===== src/rtl/jk_pkg.sv =====
// Shared definitions for the JK flip-flop command driver.
// Holds the command opcode encoding, the driver FSM state encoding and the
// helper that predicts the flip-flop output after a command.
package jk_pkg;

    // Command opcodes as carried on cmd_op
    localparam logic [1:0] OP_HOLD   = 2'b00;
    localparam logic [1:0] OP_SET    = 2'b01;
    localparam logic [1:0] OP_RESET  = 2'b10;
    localparam logic [1:0] OP_TOGGLE = 2'b11;

    // Driver FSM states
    typedef enum logic [1:0] {
        ST_IDLE  = 2'b00,
        ST_DRIVE = 2'b01,
        ST_CHECK = 2'b10,
        ST_DWELL = 2'b11
    } jk_state_t;

    // Value q must take after the flip-flop has seen one command pulse
    function automatic logic expected_q(input logic [1:0] op, input logic q_prev);
        logic result;
        case (op)
            OP_SET:    result = 1'b1;
            OP_RESET:  result = 1'b0;
            OP_TOGGLE: result = ~q_prev;
            OP_HOLD:   result = q_prev;
            default:   result = q_prev;
        endcase
        return result;
    endfunction

endpackage


===== src/rtl/jk_cmd_fifo.sv =====
// Synchronous command FIFO, DEPTH entries of W bits.
// Ports:
//   clk, rstn        clock and asynchronous active-low reset (clears pointers/count)
//   push, din        write request and data; ignored while full
//   pop, dout        read request and head-of-queue data; pop ignored while empty
//   full, empty      occupancy flags derived from the registered count
//   count            number of stored entries (0..DEPTH)
module jk_cmd_fifo #(
    parameter int DEPTH = 4,
    parameter int W     = 10
) (
    input  logic                       clk,
    input  logic                       rstn,
    input  logic                       push,
    input  logic [W-1:0]               din,
    input  logic                       pop,
    output logic [W-1:0]               dout,
    output logic                       full,
    output logic                       empty,
    output logic [$clog2(DEPTH):0]     count
);

    localparam int AW   = $clog2(DEPTH);
    localparam int CNTW = AW + 1;

    logic [W-1:0]    mem_r [DEPTH];
    logic [AW-1:0]   wr_ptr_r;
    logic [AW-1:0]   rd_ptr_r;
    logic [CNTW-1:0] count_r;
    logic            push_ok_s;
    logic            pop_ok_s;

    assign full      = (count_r == CNTW'(DEPTH));
    assign empty     = (count_r == CNTW'(0));
    assign count     = count_r;
    assign dout      = mem_r[rd_ptr_r];
    assign push_ok_s = push && !full;
    assign pop_ok_s  = pop && !empty;

    // Storage array write; contents need no reset because count gates reads
    always_ff @(posedge clk) begin
        if (push_ok_s) begin
            mem_r[wr_ptr_r] <= din;
        end
    end

    // Pointer and occupancy tracking; pointers wrap naturally since DEPTH is a power of two
    always_ff @(posedge clk or negedge rstn) begin
        if (!rstn) begin
            wr_ptr_r <= {AW{1'b0}};
            rd_ptr_r <= {AW{1'b0}};
            count_r  <= {CNTW{1'b0}};
        end else begin
            if (push_ok_s) begin
                wr_ptr_r <= wr_ptr_r + AW'(1);
            end
            if (pop_ok_s) begin
                rd_ptr_r <= rd_ptr_r + AW'(1);
            end
            case ({push_ok_s, pop_ok_s})
                2'b10:   count_r <= count_r + CNTW'(1);
                2'b01:   count_r <= count_r - CNTW'(1);
                default: count_r <= count_r;
            endcase
        end
    end

endmodule


===== src/rtl/jk_cmd_driver.sv =====
// Command driver for a JK flip-flop.
// Queues set/reset/toggle/hold commands, turns each into a one-cycle j/k
// pulse, checks the flip-flop's q afterwards and waits a per-command dwell.
// Ports:
//   clk, rstn            clock and asynchronous active-low reset
//   cmd_valid/cmd_ready  command handshake; ready is simply "FIFO not full"
//   cmd_op, cmd_dwell    opcode and post-check idle cycles
//   j, k                 registered pulses to the flip-flop
//   q_fb                 flip-flop q feedback
//   busy                 FSM active or commands still queued
//   err, err_clr         sticky q mismatch flag and its synchronous clear
//   done_cnt             wrapping count of completed commands
module jk_cmd_driver
    import jk_pkg::*;
#(
    parameter int DEPTH = 4,
    parameter int DW    = 8,
    parameter int CW    = 16
) (
    input  logic          clk,
    input  logic          rstn,
    input  logic          cmd_valid,
    output logic          cmd_ready,
    input  logic [1:0]    cmd_op,
    input  logic [DW-1:0] cmd_dwell,
    output logic          j,
    output logic          k,
    input  logic          q_fb,
    output logic          busy,
    output logic          err,
    input  logic          err_clr,
    output logic [CW-1:0] done_cnt
);

    localparam int CNTW = $clog2(DEPTH) + 1;

    jk_state_t        state_r, state_nxt_s;
    logic [1:0]       op_r, op_nxt_s;
    logic [DW-1:0]    dwell_r, dwell_nxt_s;
    logic [DW-1:0]    dwell_cnt_r, dwell_cnt_nxt_s;
    logic             q_prev_r, q_prev_nxt_s;
    logic             j_r, j_nxt_s;
    logic             k_r, k_nxt_s;
    logic             err_r, err_nxt_s;
    logic [CW-1:0]    done_r, done_nxt_s;
    logic             pop_s;
    logic             full_s;
    logic             empty_s;
    logic [CNTW-1:0]  count_s;
    logic [DW+1:0]    head_s;

    jk_cmd_fifo #(
        .DEPTH (DEPTH),
        .W     (DW + 2)
    ) u_fifo (
        .clk   (clk),
        .rstn  (rstn),
        .push  (cmd_valid),
        .din   ({cmd_op, cmd_dwell}),
        .pop   (pop_s),
        .dout  (head_s),
        .full  (full_s),
        .empty (empty_s),
        .count (count_s)
    );

    assign cmd_ready = !full_s;
    assign busy      = (state_r != ST_IDLE) || (count_s != CNTW'(0));
    assign j         = j_r;
    assign k         = k_r;
    assign err       = err_r;
    assign done_cnt  = done_r;

    // Next-state, j/k pulse generation, q check and dwell countdown
    always_comb begin
        state_nxt_s     = state_r;
        op_nxt_s        = op_r;
        dwell_nxt_s     = dwell_r;
        dwell_cnt_nxt_s = dwell_cnt_r;
        q_prev_nxt_s    = q_prev_r;
        j_nxt_s         = 1'b0;
        k_nxt_s         = 1'b0;
        done_nxt_s      = done_r;
        pop_s           = 1'b0;
        if (err_clr) begin
            err_nxt_s = 1'b0;
        end else begin
            err_nxt_s = err_r;
        end
        case (state_r)
            ST_IDLE: begin
                if (!empty_s) begin
                    pop_s        = 1'b1;
                    op_nxt_s     = head_s[DW+1:DW];
                    dwell_nxt_s  = head_s[DW-1:0];
                    q_prev_nxt_s = q_fb;
                    // Opcode bit 0 maps to J and bit 1 to K
                    j_nxt_s      = head_s[DW];
                    k_nxt_s      = head_s[DW+1];
                    state_nxt_s  = ST_DRIVE;
                end else begin
                    state_nxt_s  = ST_IDLE;
                end
            end
            ST_DRIVE: begin
                state_nxt_s = ST_CHECK;
            end
            ST_CHECK: begin
                // A mismatch set outranks a clear in the same cycle
                if (q_fb != expected_q(op_r, q_prev_r)) begin
                    err_nxt_s = 1'b1;
                end else begin
                    err_nxt_s = err_nxt_s;
                end
                done_nxt_s = done_r + CW'(1);
                if (dwell_r == {DW{1'b0}}) begin
                    state_nxt_s = ST_IDLE;
                end else begin
                    dwell_cnt_nxt_s = dwell_r;
                    state_nxt_s     = ST_DWELL;
                end
            end
            ST_DWELL: begin
                if (dwell_cnt_r == DW'(1)) begin
                    state_nxt_s = ST_IDLE;
                end else begin
                    dwell_cnt_nxt_s = dwell_cnt_r - DW'(1);
                end
            end
            default: begin
                state_nxt_s = ST_IDLE;
            end
        endcase
    end

    // State and datapath registers
    always_ff @(posedge clk or negedge rstn) begin
        if (!rstn) begin
            state_r     <= ST_IDLE;
            op_r        <= OP_HOLD;
            dwell_r     <= {DW{1'b0}};
            dwell_cnt_r <= {DW{1'b0}};
            q_prev_r    <= 1'b0;
            j_r         <= 1'b0;
            k_r         <= 1'b0;
            err_r       <= 1'b0;
            done_r      <= {CW{1'b0}};
        end else begin
            state_r     <= state_nxt_s;
            op_r        <= op_nxt_s;
            dwell_r     <= dwell_nxt_s;
            dwell_cnt_r <= dwell_cnt_nxt_s;
            q_prev_r    <= q_prev_nxt_s;
            j_r         <= j_nxt_s;
            k_r         <= k_nxt_s;
            err_r       <= err_nxt_s;
            done_r      <= done_nxt_s;
        end
    end

endmodule


===== config.mk =====
export PLATFORM = sky130hd
export DESIGN_NAME = jk_cmd_driver
export DESIGN_NICKNAME = d
export VERILOG_FILES = /design/src/rtl/jk_pkg.sv /design/src/rtl/jk_cmd_fifo.sv /design/src/rtl/jk_cmd_driver.sv
export SDC_FILE = /design/constraint.sdc
export NUM_CORES = 1
export LEC_CHECK = 0
export ABC_AREA = 1
export BUFFER_PORTS_ARGS = -buffer_cell sky130_fd_sc_hd__buf_2
export CAP_MARGIN = 20
export CELL_PAD_IN_SITES_DETAIL_PLACEMENT = 1
export CELL_PAD_IN_SITES_GLOBAL_PLACEMENT = 1
export CORE_MARGIN = 10
export CORE_UTILIZATION = 30
export CTS_BUF_LIST = sky130_fd_sc_hd__clkbuf_4
export DETAILED_ROUTE_END_ITERATION = 8
export MAX_ROUTING_LAYER = met4
export PLACE_DENSITY = 0.59
export SYNTH_ARGS = -nofsm -noshare
export SYNTH_HDL_FRONTEND = slang
export SYNTH_SLANG_ARGS = --single-unit

===== constraint.sdc =====
create_clock -name clk -period 2.3 [get_ports clk]
set_input_delay 0.46 -clock clk [delete_from_list [all_inputs] [get_ports clk]]
set_output_delay 0.46 -clock clk [all_outputs]
set_load 0.05 [all_outputs]

Word-level counts from Yosys, hierarchy flattened. Memory sizes are Yosys's and may differ from the RTL's. Cells that the tools add are included.

Add/subtract/negate cells: 6. Equality and inequality tests: 14. Muxes and demuxes: 21. Bitwise gates (word level): 2. Reduce and logical (&&, ||, !) cells: 15.

Operator list (count): $add 16x1->16 const B (1); $mux 8 (2); $pmux 8 s2 (1); $mux 1 (13); $eq 2x2->1 const B (5); $eq 8x1->1 const B (1); $logic_not 8->1 (1); $pmux 2 s4 (1); $sub 8x1->8 const B (1); $eq 2x1->1 const B (3); $ne 2x2->1 const B (3); $pmux 3 s2 (1); $reduce_bool 2->1 (3); $add 2x1->2 const B (2); $logic_not 2->1 (2); $mux 2 (2); $pmux 1 s4 (1); $add 3x1->3 const B (1); $eq 3x3->1 const B (1); $logic_not 3->1 (1); $reduce_and 3->1 (1); $reduce_bool 3->1 (1); $sub 3x1->3 const B (1); $logic_and 1x1->1 (2); other kinds (5) (7).

Register bits: 47. RAM bits: 40. Output and inout port bits: 21. Memories: 1.

Memories: u_fifo.mem_r (depth 4, width 10, read ports 1, clocked after memory_dff 0, wr ports 1, RTL line jk_cmd_fifo.sv:26) `logic [W-1:0] mem_r [DEPTH];`.

Logic depth before layout (Yosys ltp). Gate-level depths: netlist of run 1.

Word-level depth: 6. Gate-level depth with buffers: 10. Depth with buffers taken out: 9.

By module. Synthesis of run 1 repeated with hierarchy kept, for this count alone.

Cells, all modules: 422. Area, all modules: 4156.5 µm².

Modules (own cells, without submodules): jk_cmd_fifo (instances 1, cells an instance 178, area each 2095.8 µm², seq. area each 1376.3 µm²); jk_cmd_driver (instances 1, cells an instance 244, area each 2060.7 µm², seq. area each 1001.0 µm²).

Least setup slack after synthesis of run 1. OpenSTA, ideal clock, no wires.

Kind: register to register. From: reg u_fifo.count_r[0] (netlist: u_fifo.count[0]). To: reg u_fifo.count_r[2] (netlist: u_fifo.count[2]). Data arrival time: 2.210 ns. Data required time: 2.169 ns. Path slack: -0.040 ns. Cell stages (with the launch flop): 9. Buffers on the path: 0. Clock period less this slack: 2.340 ns. Cell sequence: dfrtp_1 inv_1 nand3_1 nand2_1 ha_1 fa_1 a21oi_1 o21ai_0 xor2_1.

Elaborated cells on any way between the ends: 14. Classes of those cells: add/sub (2); eq/ne (3); mux (3); reduce/logical (6).

RTL lines: from (decl) (RTL line jk_cmd_fifo.sv:29) `logic [CNTW-1:0] count_r;`; from (signal assigned) (RTL line jk_cmd_fifo.sv:52) `count_r <= {CNTW{1'b0}};`; from (signal assigned) (RTL line jk_cmd_fifo.sv:61) `2'b10: count_r <= count_r + CNTW'(1);`; from (signal assigned) (RTL line jk_cmd_fifo.sv:62) `2'b01: count_r <= count_r - CNTW'(1);`; $eq 3x3->1 * (RTL line jk_cmd_fifo.sv:33) `assign full = (count_r == CNTW'(DEPTH));`; $logic_not 1->1 *; named net cmd_ready (RTL line jk_cmd_driver.sv:23) `output logic cmd_ready,`; $logic_and 1x1->1 * (RTL line jk_cmd_fifo.sv:37) `assign push_ok_s = push && !full;`; $eq 2x1->1 / $eq 2x2->1 (equally long branches) (RTL line jk_cmd_fifo.sv:60) `case ({push_ok_s, pop_ok_s})`; $pmux 3 s2 / $reduce_bool 2->1 (equally long branches).

Mark *: on every way through the listed nets, which the timed path passes. The rest lies on a longest branch. A chain may end at the register's enable or synchronous reset.

Final worst setup path of run 1.
From: reg u_fifo.count_r[0] (netlist: u_fifo.count[0]). To: reg u_fifo.count_r[2] (netlist: u_fifo.count[2]).

Word-level cells in the longest chain between the ends: 6. Elaborated cells on any way between the ends: 14. Classes of those cells: add/sub (2); eq/ne (3); mux (3); reduce/logical (6).

Ends and longest elaborated chain: $logic_not 3->1 (RTL line jk_cmd_fifo.sv:34) `assign empty = (count_r == CNTW'(0));`; $mux 1 (RTL line jk_cmd_driver.sv:92) `if (!empty_s) begin`; $mux 1 (RTL line jk_cmd_driver.sv:90) `case (state_r)`; $logic_and 1x1->1 (RTL line jk_cmd_fifo.sv:38) `assign pop_ok_s = pop && !empty;`; $eq 2x1->1 / $eq 2x2->1 (equally long branches) (RTL line jk_cmd_fifo.sv:60); $pmux 3 s2 / $reduce_bool 2->1 (equally long branches).

Several ways; a longest one is shown, not always the timed one.

==> flow_summary.ini, run 1 <==
[floorplanning]
io_pins = 36
dieWidth_um = 134
die_h_um = 134
num_rows = 41
die_area_mm2 = 0.0180
start_util_pct = 30.8
core_area_mm2 = 0.0127

[grt]
grt_pass1_wl_um = 15200
antenna_found_initial = 0
globalRouteOverflowTotal = 0
first_global_vias = 3025
grt_usage_pct = 10.9
grt_max_degree = 27

[place]
pre_cts_slack_ns = 0.310
hpwl_um = 6330
gp_congestion = 0.776
portBuffers = 35
placed_area_mm2 = 0.00434
dp.cells = 611

[timing]
whs_ns = 0.146
grt_setup_unrepaired = false
fin_crit_sh_pct = 87.3
fin_ws_ns = 0.291
clock-skew-final_ns = 0.0184
fin_tns_setup_ns = 0
drv_slew = 0
fin_crit_ns = 2.01
finalHoldViolCount = 0
fmax_mhz = 498
slew_headroom_pct = 58.1
worst_pin_slew_ns = 0.629
finalSetupViolCount = 0

[synth]
synth_mux_area_share_pct = 0
yosysWarnings = 0
syn_area_mm2 = 0.00391
yosysUniqueCellTypes = 26
synth_xor_area_share_pct = 3.36
yosys.area_share.simple_pct = 18.7
syn_inst = 404
synth_top_area_share_pct = 30.7
yosys.area.top_type = edfxtp_1
ys_ff_latch = 87
synth_adder_area_share_pct = 3.07
synth_area_per_cell_um2 = 9.67
yosysSeqAreaShare_pct = 60.9
synth_top_family_by_area = simple AND/OR/NAND/NOR gates
synth_compound_area_share_pct = 8.26
synthesis.nets = 428
synth_area_leaders = edfxtp_1 31%, dfrtp_1 30%, nand2_1 6.6%

[drt]
routedWlPerCell_um = 13.9
drtAntennaViolNets = 0
via_per_inst = 4.46
dr.pass1.iters = 4
routed_wl_um = 8740
vias = 2798
drc = 0
drtIter0Drc = 122

[clock_network]
clockBufferDepth = 2
cts_resized = 0
htreeDepth = 3
cts.clk_slew.worst_paths_ns = 0.14
cts-root-buf = clkbuf_4
cts_setup_buffers = 0
cts_tree = built
cts_buffers = 9
clk_latency_ns = 0.46
cts.sinks = 87

[critical_path]
worst_ep_arrival_time_ns = 2.36
startpoint_type = flop
critPathCaptureType = flop
critPathKind = flop to flop
cp.required_ns = 2.65
critical_path.max_fanout = 3

[outcome]
status = finished, final reports clean

[layout]
diodes = 0
syn_to_final_growth_pct = 14.9
drive_gt1_share_pct = 15.6
nets = 475
fillCellCount = 1486
stdcell_count = 628
design_area_mm2 = 0.00449
final_util_pct = 35.4

[power]
p_leak_nw = 1.96
power.density_mw_per_mm2 = 717
total_power_mw = 3.22
vdd_drop_max_mv = 0.429

[run]
cap_violations = 0

[worst_hold_path]
hold_path.class = input port to flop
-- cells in the mapped netlist (all sizes together) --
cell	count
a21oi	6
buf	4
clkbuf	5
dfrtp	47
edfxtp	40
fa	1
ha	8
inv	48
nand2	73
nand3	26
nand4	4
nor2	68
nor3	4
o211ai	1
o21ai	53
o2bb2ai	1
xnor2	8
xor2	7
-- sequential cells by signal, summed over array words and instances, names as in the netlist, 2 cells and up --
signal,cells
dwell_cnt_r,8
state_r,2
u_fifo.mem_r,40
done_cnt,16
u_fifo.wr_ptr_r,2
u_fifo.count,3
dwell_r,8
op_r,2
u_fifo.rd_ptr_r,2
-- final cells by class --
class | instances | area [um^2] | share of cell area (%)
Clock buffer | 11 | 82.6 | 1.84
Multi-Input combinational cell | 260 | 1310 | 29.2
Timing Repair Buffer | 45 | 265 | 5.91
Tap cell | 172 | 215 | 4.80
Clock inverter | 5 | 57.6 | 1.28
Inverter | 48 | 180 | 4.02
Sequential cell | 87 | 2380 | 53.0
-- where the power goes --
part           leakage, nW  switching [mW]  internal (mW)
Clock               0.0711           0.531          0.356
Combinational        0.947           0.288          0.145
Sequential           0.945          0.0683           1.83
Total                 1.96           0.888           2.33
-- critical path, cell delays in order (launching register included) --
cell	delay, ns
dfrtp_1	0.45
inv_1	0.13
nand3_1	0.09
nand2_1	0.10
inv_2	0.04
ha_1	0.24
fa_1	0.45
a21oi_1	0.15
o21ai_0	0.11
xor2_1	0.15
-- layout by cell type (no fill, tap or decap), types with 3 or more instances in the layout --
cell / instances
edfxtp_1: 40
nor3_1: 4
nand2_2: 4
ha_1: 8
nor2_1: 66
nand4_1: 4
o21ai_1: 3
dfrtp_1: 47
buf_4: 8
o21ai_0: 49
xor2_1: 7
xnor2_1: 8
inv_1: 45
nand3_1: 24
a21oi_1: 6
nand2_1: 69
clkbuf_4: 11
buf_2: 35
inv_2: 3
-- cells by family after synthesis --
| logic type | Yosys count |
|---|---|
| AND/OR/NAND/NOR | 175 |
| flip-flops | 87 |
| adder cells (fa/ha/maj) | 9 |
| AO/OA/AOI/OAI | 61 |
| buffers and inverters | 57 |
| XOR/XNOR | 15 |
-- metal layers --
layer  wire (um)  vias to the layer above  global-route usage (%)
met5           0                        -                       -
met4         114                        0                    3.63
met3         314                        7                    3.44
met2        4280                       39                    17.6
met1        4030                     1341                    12.6
li1            -                     1411                       -
-- final timing paths --
path / depth (start not counted) / slack [ns] / startpoint / end
min reg2reg: 2 / 0.50 / op_r[0]$_DFFE_PN0P_ / op_r[0]$_DFFE_PN0P_
min: 2 / 0.15 / err_clr / err$_DFF_PN0_
max reg2reg: 9 / 0.29 / u_fifo.count[0]$_DFFE_PN0P_ / u_fifo.count[2]$_DFFE_PN0P_
max in group asynchronous: 3 / 1.26 / rstn / done_cnt[12]$_DFFE_PN0P_
max: 9 / 0.29 / u_fifo.count[0]$_DFFE_PN0P_ / u_fifo.count[2]$_DFFE_PN0P_
min in group asynchronous: 2 / 0.51 / rstn / dwell_cnt_r[0]$_DFFE_PN0P_
-- repair_timing --
item	4_1_cts	5_1_grt
endpoints found under the hold margin	21	0
hold buffers	1	0
endpoints found under the setup margin	0	0
Power figures use the tool's default switching activity.
==> inputs of run 2 (changes only) <==
- BUFFER_PORTS_ARGS: -buffer_cell sky130_fd_sc_hd__buf_2 -> -buffer_cell sky130_fd_sc_hd__buf_4
- CELL_PAD_IN_SITES_DETAIL_PLACEMENT: 1 -> unset
- CELL_PAD_IN_SITES_GLOBAL_PLACEMENT: 1 -> unset
- PLACE_DENSITY: 0.59 -> 0.49
==> run 2 against run 1 <==
  * The flow now finishes with violations (negative hold slack)
  * Core utilization rose by 0.64 points
  * First-iteration DRC count grew 9.0%
  * Fmax up 1.1%
  * Critical endpoint unchanged
  * Combinational power hardly changed
  * Worst hold slack worse by 0.15 ns
  * Largest cell class unchanged
  * Clock-buffer cell count is 2 lower
  * Final area rose by 1.8%
  * Global-route usage is 1.3 points lower
  * Setup slack improved by 0.023 ns
  * Via count down 2.4%
  * Register-to-register slack better by 0.02 ns
  * Largest power group unchanged
==> flow_summary.ini, run 2 (synthesis gave the netlist of run 1 again) <==
[power]
swShare_pct = 26.8
vdd_drop_max_mv = 0.468
p_leak_nw = 1.98
power.density_mw_per_mm2 = 724
combPwrFrac_pct = 13.1
p_int_mw = 2.42
switching_power_mw = 0.887
p_clk_share_pct = 29.7
sequentialPowerShare_pct = 57.2

[outcome]
violations = negative hold slack
status = finished with violations

[layout]
stdcell_count = 626
drive_gt1_share_pct = 15.4
diodes = 0
nets = 473
top_register = u_fifo.mem_r
mostFrequentLayoutCell = nand2_1
mostFrequentLayoutCells = 69 x nand2_1, 66 x nor2_1, 49 x o21ai_0, 47 x dfrtp_1, 45 x inv_1
design_area_mm2 = 0.00457
syn_to_final_growth_pct = 16.9
largest_reg_flops = 40

[run]
cap_violations = 0

[place]
gp_congestion = 0.809
placed_area_mm2 = 0.00440
portBuffers = 35
dp.cells = 610
hpwl_um = 5440

[timing]
fin_crit_sh_pct = 86.3
worst_pin_slew_ns = 0.648
finalHoldViolCount = 1
fmax_mhz = 504
clock-skew-final_ns = 0.0207
drv_slew = 0
grt_setup_unrepaired = false
fin_tns_setup_ns = 0
finalSetupViolCount = 0
fin_crit_ns = 1.99
whs_ns = -0.00514
slew_headroom_pct = 56.8

[floorplanning]
start_util_pct = 30.8
io_pins = 36
die_area_mm2 = 0.0180
core_area_mm2 = 0.0127
die_h_um = 134
dieWidth_um = 134
num_rows = 41

[clock_network]
clk_latency_ns = 0.45
clockBufferDepth = 2
htreeDepth = 3
cts_buffers = 9
hold_buffers = 0
cts-root-buf = clkbuf_4
cts_tree = built
cts.clk_slew.worst_paths_ns = 0.14
cts.sinks = 87
cts_setup_buffers = 0
cts_resized = 0

[grt]
grt_max_degree = 48
antenna_found_initial = 0
first_global_vias = 2795
grt_pass1_wl_um = 13600
globalRouteOverflowTotal = 0
grt_usage_pct = 9.61

[critical_path]
startpoint_type = flop
critPathKind = flop to flop
critical_path.max_fanout = 3
worst_ep_arrival_time_ns = 2.32
reg2reg_depth = 9
reg2reg_to = u_fifo.count[2]$_DFFE_PN0P_
cp.required_ns = 2.64
critPathCaptureType = flop
r2r_setup_slack_ns = 0.31
rr_startpoint = u_fifo.count[0]$_DFFE_PN0P_

[drt]
via_per_inst = 4.36
vias = 2732
drtAntennaViolNets = 0
routed_wl_um = 7850
drc = 0
dr.pass1.iters = 4
drtIter0Drc = 133
routedWlPerCell_um = 12.5

[worst_hold_path]
hold_path.class = input port to async pin
-- run 2: cell types whose count changed in the layout (fill, tap and decap cells not counted), sizes merged --
cell	previous run	this run
buf	44	43
bufinv	1	2
dlygate4sd3	1	0
clkbuf	11	9
clkinvlp	2	1
clkinv	1	3
-- run 2: layout make-up --
class	instances	area (um^2)
well taps	172	215
flip-flops and latches	87	2380
repair buffers	43	323
inverters	48	180
clock buffers	9	67.6
multi-input cells	260	1310
fillers	1294	8100
clock inverters	7	96.3
-- run 2: through the flow --
step	hold WS, ns	power, mW	setup WS, ns	utilization (%)
after floorplan	0.164	2.18	0.202	-
final	-0.00514	3.31	0.314	36.1
after global placement	0.467	2.35	0.400	34.8
after CTS	0.00816	3.36	0.310	36.1
after detailed placement	0.474	2.37	0.334	34.8
after global routing	0.0160	3.50	0.132	36.1
-- run 2: power by group through the flow --
| stage | Combinational (mW) | Sequential [mW] | Clock [mW] |
|---|---|---|---|
| finish | 0.435 | 1.89 | 0.982 |
| global route | 0.502 | 1.91 | 1.09 |
| detailed placement | 0.450 | 1.92 | 0 |
| global placement | 0.433 | 1.92 | 0 |
| CTS | 0.450 | 1.89 | 1.02 |
| floorplan | 0.267 | 1.91 | 0 |
-- run 2: how the worst max path moves through the flow --
stage | startpoint | end | slack (ns) | depth (start not counted)
finish | u_fifo.count[0]$_DFFE_PN0P_ | u_fifo.count[2]$_DFFE_PN0P_ | 0.31 | 9
global placement | u_fifo.count[0]$_DFFE_PN0P_ | u_fifo.count[2]$_DFFE_PN0P_ | 0.40 | 9
detailed placement | u_fifo.count[0]$_DFFE_PN0P_ | u_fifo.count[2]$_DFFE_PN0P_ | 0.33 | 9
CTS | u_fifo.count[0]$_DFFE_PN0P_ | u_fifo.count[2]$_DFFE_PN0P_ | 0.31 | 9
global route | u_fifo.count[0]$_DFFE_PN0P_ | u_fifo.count[2]$_DFFE_PN0P_ | 0.13 | 9
floorplan | u_fifo.count[0]$_DFFE_PN0P_ | u_fifo.count[2]$_DFFE_PN0P_ | 0.20 | 8
-- run 2: layer usage --
metal | share of wire, % | GRT usage, % | vias to the layer above | routed length [um]
met5 | 0 | - | - | 0
met4 | 1.3 | 3.08 | 0 | 102
met3 | 4.5 | 3.29 | 9 | 353
met2 | 49 | 15.6 | 42 | 3810
met1 | 46 | 10.9 | 1278 | 3590
li1 | - | - | 1403 | -
-- run 2: critical path: stages, from the launching register on --
cell	delay, ns
dfrtp_1	0.44
inv_1	0.12
nand3_1	0.08
nand2_1	0.09
inv_2	0.05
ha_1	0.24
fa_1	0.45
a21oi_1	0.14
o21ai_0	0.11
xor2_1	0.15
